## config.mk

```make
export PLATFORM = sky130hd
export DESIGN_NAME = ir_key_handler
export DESIGN_NICKNAME = d
export VERILOG_FILES = /design/src/rtl/ir_key_handler.sv
export SDC_FILE = /design/constraint.sdc
export NUM_CORES = 1
export LEC_CHECK = 0
export CORE_MARGIN = 2
export CORE_UTILIZATION = 54
export CTS_CLUSTER_SIZE = 28
export DETAILED_ROUTE_END_ITERATION = 7
export PLACE_DENSITY = 0.83
export SETUP_SLACK_MARGIN = 0.2
export SYNTH_ARGS = -nofsm -noshare
export SYNTH_HDL_FRONTEND = slang
export SYNTH_SLANG_ARGS = --single-unit
export TNS_END_PERCENT = 1
```

## constraint.sdc

```tcl
create_clock -name CLOCK_50 -period 3.6 [get_ports CLOCK_50]
set_input_delay 0.72 -clock CLOCK_50 [delete_from_list [all_inputs] [get_ports CLOCK_50]]
set_output_delay 0.72 -clock CLOCK_50 [all_outputs]
set_load 0.02 [all_outputs]
```

## src/rtl/ir_key_handler.sv

```systemverilog
// ir_key_handler: turns decoded NEC IR frames and repeat strobes into clean
// key events (press pulse, held level, release pulse), counts corrupt
// frames and shows the current command byte on two active-low 7-seg digits.
//
// Optional feature macro: AUTOREPEAT_EN
//   defined   -> while a key is held, key_press re-fires after
//                AUTOREPEAT_DELAY cycles and then every AUTOREPEAT_RATE cycles.
//   undefined -> key_press fires only on accepted frames.
module ir_key_handler #(
    parameter int          HOLD_TIMEOUT     = 7500000,
    parameter int          STRICT_ADDR      = 1,
    parameter int          ADDR_CHECK       = 0,
    parameter logic [7:0]  ADDR_MATCH       = 8'h00,
    parameter int          AUTOREPEAT_DELAY = 25000000,
    parameter int          AUTOREPEAT_RATE  = 5000000
) (
    input  logic        CLOCK_50,
    input  logic        RESET,
    input  logic [31:0] frame_data,
    input  logic        frame_valid,
    input  logic        repeat_valid,
    output logic [7:0]  key_code,
    output logic [7:0]  key_addr,
    output logic        key_press,
    output logic        key_held,
    output logic        key_release,
    output logic [7:0]  err_count,
    output logic [6:0]  HEX0,
    output logic [6:0]  HEX1
);

    localparam int              HT_W      = $clog2(HOLD_TIMEOUT + 1);
    localparam logic [HT_W-1:0] HOLD_LAST = HT_W'(HOLD_TIMEOUT - 1);
    localparam logic [6:0]      SEG_ZERO  = 7'b1000000;

    typedef enum logic {
        IDLE = 1'b0,
        HELD = 1'b1
    } state_t;

    // Active-low hex digit encoder, segments ordered g..a, lowercase b and d.
    function automatic logic [6:0] seg7(input logic [3:0] nib);
        logic [6:0] seg;
        case (nib)
            4'h0:    seg = 7'b1000000;
            4'h1:    seg = 7'b1111001;
            4'h2:    seg = 7'b0100100;
            4'h3:    seg = 7'b0110000;
            4'h4:    seg = 7'b0011001;
            4'h5:    seg = 7'b0010010;
            4'h6:    seg = 7'b0000010;
            4'h7:    seg = 7'b1111000;
            4'h8:    seg = 7'b0000000;
            4'h9:    seg = 7'b0010000;
            4'hA:    seg = 7'b0001000;
            4'hB:    seg = 7'b0000011;
            4'hC:    seg = 7'b1000110;
            4'hD:    seg = 7'b0100001;
            4'hE:    seg = 7'b0000110;
            4'hF:    seg = 7'b0001110;
            default: seg = 7'b1111111;
        endcase
        return seg;
    endfunction

    state_t          state_q, state_d;
    logic [7:0]      key_code_q, key_code_d;
    logic [7:0]      key_addr_q, key_addr_d;
    logic            press_q, press_d;
    logic            held_q, held_d;
    logic            release_q, release_d;
    logic [7:0]      err_q, err_d;
    logic [HT_W-1:0] hold_cnt_q, hold_cnt_d;
    logic [6:0]      hex0_q, hex0_d;
    logic [6:0]      hex1_q, hex1_d;

    logic cmd_ok_s;
    logic addr_ok_s;
    logic clean_s;
    logic match_s;
    logic accept_s;
    logic corrupt_s;
    logic expire_s;

    // Frame integrity: command must be complemented; address too in strict mode.
    assign cmd_ok_s  = (frame_data[31:24] == ~frame_data[23:16]);
    assign addr_ok_s = (STRICT_ADDR == 0) || (frame_data[15:8] == ~frame_data[7:0]);
    assign clean_s   = cmd_ok_s && addr_ok_s;
    assign match_s   = (ADDR_CHECK == 0) || (frame_data[7:0] == ADDR_MATCH);
    assign accept_s  = frame_valid && clean_s && match_s;
    assign corrupt_s = frame_valid && !clean_s;

    // A held key times out only when no accepted frame or repeat arrives on the terminal cycle.
    assign expire_s  = (state_q == HELD) && !accept_s && !repeat_valid && (hold_cnt_q == HOLD_LAST);

`ifdef AUTOREPEAT_EN
    localparam int               RPT_MAX    = (AUTOREPEAT_DELAY > AUTOREPEAT_RATE) ?
                                              AUTOREPEAT_DELAY : AUTOREPEAT_RATE;
    localparam int               RPT_W      = $clog2(RPT_MAX + 1);
    localparam logic [RPT_W-1:0] DELAY_LAST = RPT_W'(AUTOREPEAT_DELAY - 1);
    localparam logic [RPT_W-1:0] RATE_LAST  = RPT_W'(AUTOREPEAT_RATE - 1);

    logic [RPT_W-1:0] rpt_cnt_q, rpt_cnt_d;
    logic             rpt_run_q, rpt_run_d;   // 0: waiting initial delay, 1: periodic phase
    logic [RPT_W-1:0] rpt_last_s;

    assign rpt_last_s = rpt_run_q ? RATE_LAST : DELAY_LAST;
`else
    logic unused_rpt_cfg_s;
    assign unused_rpt_cfg_s = ^{AUTOREPEAT_DELAY, AUTOREPEAT_RATE};
`endif

    // Next-state and output decode for the key FSM, error counter and timers.
    always_comb begin
        state_d    = state_q;
        key_code_d = key_code_q;
        key_addr_d = key_addr_q;
        press_d    = 1'b0;
        release_d  = 1'b0;
        held_d     = held_q;
        hold_cnt_d = hold_cnt_q;
`ifdef AUTOREPEAT_EN
        rpt_cnt_d  = rpt_cnt_q;
        rpt_run_d  = rpt_run_q;
`endif

        if (corrupt_s && (err_q != 8'hFF)) begin
            err_d = err_q + 8'd1;
        end else begin
            err_d = err_q;
        end

        case (state_q)
            IDLE: begin
                hold_cnt_d = '0;
`ifdef AUTOREPEAT_EN
                rpt_cnt_d  = '0;
                rpt_run_d  = 1'b0;
`endif
                if (accept_s) begin
                    key_code_d = frame_data[23:16];
                    key_addr_d = frame_data[7:0];
                    press_d    = 1'b1;
                    held_d     = 1'b1;
                    state_d    = HELD;
                end else begin
                    held_d     = 1'b0;
                end
            end
            HELD: begin
                if (accept_s) begin
                    key_code_d = frame_data[23:16];
                    key_addr_d = frame_data[7:0];
                    press_d    = 1'b1;
                    release_d  = 1'b1;
                    hold_cnt_d = '0;
`ifdef AUTOREPEAT_EN
                    rpt_cnt_d  = '0;
                    rpt_run_d  = 1'b0;
`endif
                end else if (expire_s) begin
                    release_d  = 1'b1;
                    held_d     = 1'b0;
                    hold_cnt_d = '0;
                    state_d    = IDLE;
`ifdef AUTOREPEAT_EN
                    rpt_cnt_d  = '0;
                    rpt_run_d  = 1'b0;
`endif
                end else begin
                    if (repeat_valid) begin
                        hold_cnt_d = '0;
                    end else begin
                        hold_cnt_d = hold_cnt_q + HT_W'(1);
                    end
`ifdef AUTOREPEAT_EN
                    // Release has already been ruled out here, so a due pulse is safe.
                    if (rpt_cnt_q == rpt_last_s) begin
                        press_d   = 1'b1;
                        rpt_cnt_d = '0;
                        rpt_run_d = 1'b1;
                    end else begin
                        rpt_cnt_d = rpt_cnt_q + RPT_W'(1);
                    end
`endif
                end
            end
            default: begin
                state_d    = IDLE;
                held_d     = 1'b0;
                hold_cnt_d = '0;
            end
        endcase

        hex0_d = seg7(key_code_q[3:0]);
        hex1_d = seg7(key_code_q[7:4]);
    end

    // State and output registers with asynchronous reset.
    always_ff @(posedge CLOCK_50 or posedge RESET) begin
        if (RESET) begin
            state_q    <= IDLE;
            key_code_q <= 8'h00;
            key_addr_q <= 8'h00;
            press_q    <= 1'b0;
            held_q     <= 1'b0;
            release_q  <= 1'b0;
            err_q      <= 8'h00;
            hold_cnt_q <= '0;
            hex0_q     <= SEG_ZERO;
            hex1_q     <= SEG_ZERO;
        end else begin
            state_q    <= state_d;
            key_code_q <= key_code_d;
            key_addr_q <= key_addr_d;
            press_q    <= press_d;
            held_q     <= held_d;
            release_q  <= release_d;
            err_q      <= err_d;
            hold_cnt_q <= hold_cnt_d;
            hex0_q     <= hex0_d;
            hex1_q     <= hex1_d;
        end
    end

`ifdef AUTOREPEAT_EN
    // Auto-repeat timer registers.
    always_ff @(posedge CLOCK_50 or posedge RESET) begin
        if (RESET) begin
            rpt_cnt_q <= '0;
            rpt_run_q <= 1'b0;
        end else begin
            rpt_cnt_q <= rpt_cnt_d;
            rpt_run_q <= rpt_run_d;
        end
    end
`endif

    assign key_code    = key_code_q;
    assign key_addr    = key_addr_q;
    assign key_press   = press_q;
    assign key_held    = held_q;
    assign key_release = release_q;
    assign err_count   = err_q;
    assign HEX0        = hex0_q;
    assign HEX1        = hex1_q;

endmodule

```

# Word-level counts from Yosys, hierarchy flattened
# Memories as Yosys holds them, arrays and structs flattened. A register that Yosys moved wholly into a read port is not among the register bits.
# Cells that the tools add are included.
[word_totals]
regBits = 51
romBits = 224
input_bits = 36
out_inout_bits = 41
elab_cells = 48
mem_count = 2
[classes]
addsub = 2
n_eq_ne = 6
mux = 16
bitwise = 3
n_reduce_logical = 11
[mem_list]
columns = ["memory", "depth", "width", "read_ports", "rd_ports_with_merged_regs", "write_ports", "line", "rtl"]
rows = [
  ["(name not given)", 16, 7, 1, 1, 0, "44", "case (nib)"],
  ["(name not given)", 16, 7, 1, 1, 0, "44", ""],
]
[ops]
columns = ["cell", "count"]
rows = [
  ["23-bit two-way mux", 3],
  ["23-bit case mux with 2 select lines", 1],
  ["23-bit by 1-bit adder with 23-bit output, second input constant", 1],
  ["23-bit == test, second input constant", 1],
  ["8-bit == test", 2],
  ["8-bit two-way mux", 2],
  ["8-bit NOT", 2],
  ["8-bit by 1-bit adder with 8-bit output, second input constant", 1],
  ["1-bit two-way mux", 8],
  ["8-bit inequality test, second input constant", 1],
  ["1-bit logical AND", 7],
  ["1-bit case mux with 2 select lines", 2],
  ["1-bit logical NOT", 3],
  ["2-bit by 1-bit inequality test with 1-bit output, second input constant", 1],
  ["2-bit inequality test, second input constant", 1],
  ["2-bit AND reduction", 1],
  ["1-bit NOT", 1],
]

# Longest topological paths before layout
[depth]
ltp_word = 11
depth_mapped = 6
mapped_depth_nobuf = 6

# Least setup slack after synthesis
# No wires, ideal clock.
[synth_timing]
path_type = "input to register"
startpoint = "input frame_data[11]"
endpoint = "register key_addr_q[0], in the netlist key_addr[0]"
setup_time_ns = 0.125
t_arrival_ns = 1.967
required_ns = 3.475
setup_slack_ns = 1.508
cell_stages = 6
n_path_buf = 1
path_cell_list = "xor2_1 > nand4_1 > nor4_4 > nand2_2 > buf_6 > mux2_4"
[synth_via]
elab_chain_len = 3
[synth_rtl]
columns = ["item", "line", "rtl"]
rows = [
  ["start, declared", "19", "input logic [31:0] frame_data,"],
  ["8-bit == test", "87", "assign addr_ok_s = (STRICT_ADDR == 0) || (frame_data[15:8] == ~frame_data[7:0]);"],
  ["1-bit logical AND", "88", "assign clean_s = cmd_ok_s && addr_ok_s;"],
  ["1-bit logical AND", "90", "assign accept_s = frame_valid && clean_s && match_s;"],
  ["end signal, assigned", "215", "key_addr_q <= key_addr_d;"],
  ["end, declared", "68", "logic [7:0] key_addr_q, key_addr_d;"],
]
# Every way passes these cells.
# A chain may end at the register's enable or synchronous reset.

# Final worst setup path
[layout_timing]
startpoint = "input frame_data[0]"
endpoint = "register key_addr_q[4], in the netlist key_addr[4]"
[layout_via]
elab_chain_len = 4
[layout_rtl]
columns = ["item", "line"]
rows = [
  ["8-bit NOT", "87"],
  ["8-bit == test", "87"],
  ["1-bit logical AND", "88"],
  ["1-bit logical AND", "90"],
]
# Every way passes these cells.

==> flow_metrics.tcl <==
set metrics [dict create \
    synth_area_leaders "dfrtp_1 (47%), xor2_1 (7.1%), ha_1 (5.2%), nor2_1 (4.7%), xnor2_1 (4.4%)" \
    layout.cells.non_filler 469 \
    grt_first_pass_wirelength_um 12100 \
    startpoint_type "primary input" \
    slew_viol_final 0 \
    cts_root_buf "clkbuf_8" \
    rsz0062_at_grt "no" \
    peakVddDrop_v 0.000282 \
    final_area_um2 4390 \
    port_buffers 76 \
    fin_nets 439 \
    synth_nets 358 \
    wire_per_inst_um 15.9 \
    synth-main-ff-cell "dfrtp_1" \
    ys_types 38 \
    max_freq_mhz 386 \
    synth_top_area_share_pct 47.1 \
    finalCriticalPeriod_ns 2.59 \
    cp.required_ns 3.82 \
    worst_slew_margin_rel_pct 62.0 \
    skew_ns 0.00800 \
    layout-drive-gt1-share_pct 10.7 \
    diodes 0 \
    final_util_pct 73.8 \
    globalRouteOverflowTotal 0 \
    cts_buffer_depth 2 \
    numCtsBuffers 9 \
    placed_area_um2 4180 \
    fin_ws_ns 1.01 \
    path_max_fanout 14 \
    setup_violations 0 \
    hold_path_class "flop to flop" \
    grt_max_degree 25 \
    hold_viol 0 \
    max_cap_viol_count 0 \
    synth_area_per_cell_um2 10.9 \
    synth_cells 308 \
    hold_slack_ns 0.467 \
    drt_iter0_markers 127 \
    fp.coreArea_um2 5960 \
    num_vias 2544 \
    async_flop_share_pct 100 \
    drt-total-wl_um 7450 \
    drc 0 \
    final_antenna_net_count 0 \
    first_global_vias 2523 \
    synth_top_area_cell "dfrtp_1" \
    syn_to_final_growth_pct 31.2 \
    synth_warnings 0 \
    placementRows 28 \
    multi_input_area_um2 1630 \
    die_area_um2 6850 \
    finalPower_mw 1.76 \
    clkTransAtPathRegs_ns 0.07 \
    ctsHoldBuffers 0 \
    crit_type "primary input to flop" \
    antenna_found_initial 0 \
    pre_cts_ws_ns 0.703 \
    die_height_um 82.7 \
    critPathCaptureType "flop" \
    finalCritPeriodShare_pct 71.9 \
    ys_seq_area_share_pct 48.7 \
    final.setup.tns_ns 0 \
    gp_congestion 0.832 \
    power_density_nw_per_um2 400 \
    ios 77 \
    cts_tree "done" \
    seq_area_um2 1630 \
    hpwl_um 5340 \
    synth_seq_cells 65 \
    worst_ep_arrival_time_ns 2.81 \
    post_cts_buffers 0 \
    worst_slew_pin_slew_ns 0.571 \
    syn-cell-area_um2 3350 \
    dp_cells 453 \
    status "finished clean" \
    synth-edff-count 0 \
    clk_latency_ns 0.34 \
    die_w_um 82.7 \
    clock_sinks 65 \
    firstDrtPassIters 4 \
    via_per_inst 5.42 \
    ctsResizeCount 0 \
    p_leak_nw 1.88 \
    htree_levels 3 \
    grtUsageTotal_pct 23.9 \
    start_util_pct 56.2 \
    nFillCells 425 \
]
layer usage:
layer	track usage (%)	part of all wire, %	wire [µm]
met1	30.4	44	3280
met4	11.5	1.8	136
met5	0	0	0
met3	4.35	5.7	427
met2	39.7	48	3600
critical path: stages:
cell and delay (ns):
clkdlybuf4s50_1 0.51, xor2_1 0.30, nand4_1 0.19, nor4_4 0.34, nand2_2 0.34, mux2_4 0.41
layout by cell type (no fill, tap or decap), types with 3 or more instances in the layout:
| master | n |
|---|---|
| mux2_4 | 8 |
| nor2_1 | 42 |
| ha_1 | 14 |
| clkinv_2 | 3 |
| mux2_2 | 6 |
| dfrtp_1 | 63 |
| inv_1 | 10 |
| nand3_1 | 13 |
| clkbuf_8 | 9 |
| nor3_1 | 9 |
| and4_1 | 6 |
| nand2_1 | 16 |
| nand4_1 | 8 |
| xnor2_1 | 17 |
| nor2b_1 | 3 |
| a21oi_1 | 4 |
| and2_1 | 3 |
| a22o_1 | 3 |
| clkdlybuf4s50_1 | 76 |
| o21ai_0 | 8 |
| nor4_1 | 7 |
| mux2i_1 | 9 |
| buf_4 | 4 |
| xor2_1 | 27 |
cell families after synthesis:
kind of cell	after synthesis	synth area share, %
and+or+nand+nor	120	18.6
DFF	65	48.7
xor gates and xnor gates	44	11.5
muxes	25	9.64
buffers and inverters	21	2.69
AOI/OAI and AO/OA	19	3.66
adders and majority gates	14	5.23
path summary, 6_finish.rpt:
kind,startpoint,end,slack (ns),cells after the start
max reg2reg,hold_cnt_q[13]$_DFF_PP0_,hold_cnt_q[3]$_DFF_PP0_,1.76,6
max in group asynchronous,RESET,HEX0[6]$_DFF_PP1_,2.14,3
min reg2reg,hold_cnt_q[0]$_DFF_PP0_,hold_cnt_q[0]$_DFF_PP0_,0.47,1
max,frame_data[0],key_addr[4]$_DFFE_PP0P_,1.01,6
min,hold_cnt_q[0]$_DFF_PP0_,hold_cnt_q[0]$_DFF_PP0_,0.47,1
min in group asynchronous,RESET,hold_cnt_q[14]$_DFF_PP0_,0.73,2
registers in the layout, indices dropped and copies added, names as in the netlist:
signal       flops
hold_cnt_q      23
err_count        8
key_addr         8
key_code         8
HEX0             7
HEX1             7
key_held         1
key_press        1
key_release      1
state_q          1
Yosys cell counts, types with 6 or more instances:
| cell type | count |
|---|---|
| and4_1 | 6 |
| dfrtp_1 | 63 |
| ha_1 | 14 |
| inv_1 | 11 |
| mux2_2 | 6 |
| mux2_4 | 8 |
| mux2i_1 | 9 |
| nand2_1 | 16 |
| nand3_1 | 13 |
| nand4_1 | 8 |
| nor2_1 | 42 |
| nor3_1 | 9 |
| nor4_1 | 7 |
| o21ai_0 | 8 |
| xnor2_1 | 17 |
| xor2_1 | 27 |
layout make-up:
type                       count  area share (%)
clock buffer                  10            2.90
multi-input combinational    222            37.1
clock inverter                 6            1.88
tap                           75            2.14
inverter                      11           0.940
sequential                    65            37.1
timing repair buffer          80            18.0
power by group:
group | total, mW | internal (mW) | switching, mW
Combinational | 0.274 | 0.141 | 0.132
Sequential | 0.821 | 0.769 | 0.0513
Clock | 0.663 | 0.386 | 0.277
No activity file was read; power rests on OpenSTA's default activity.
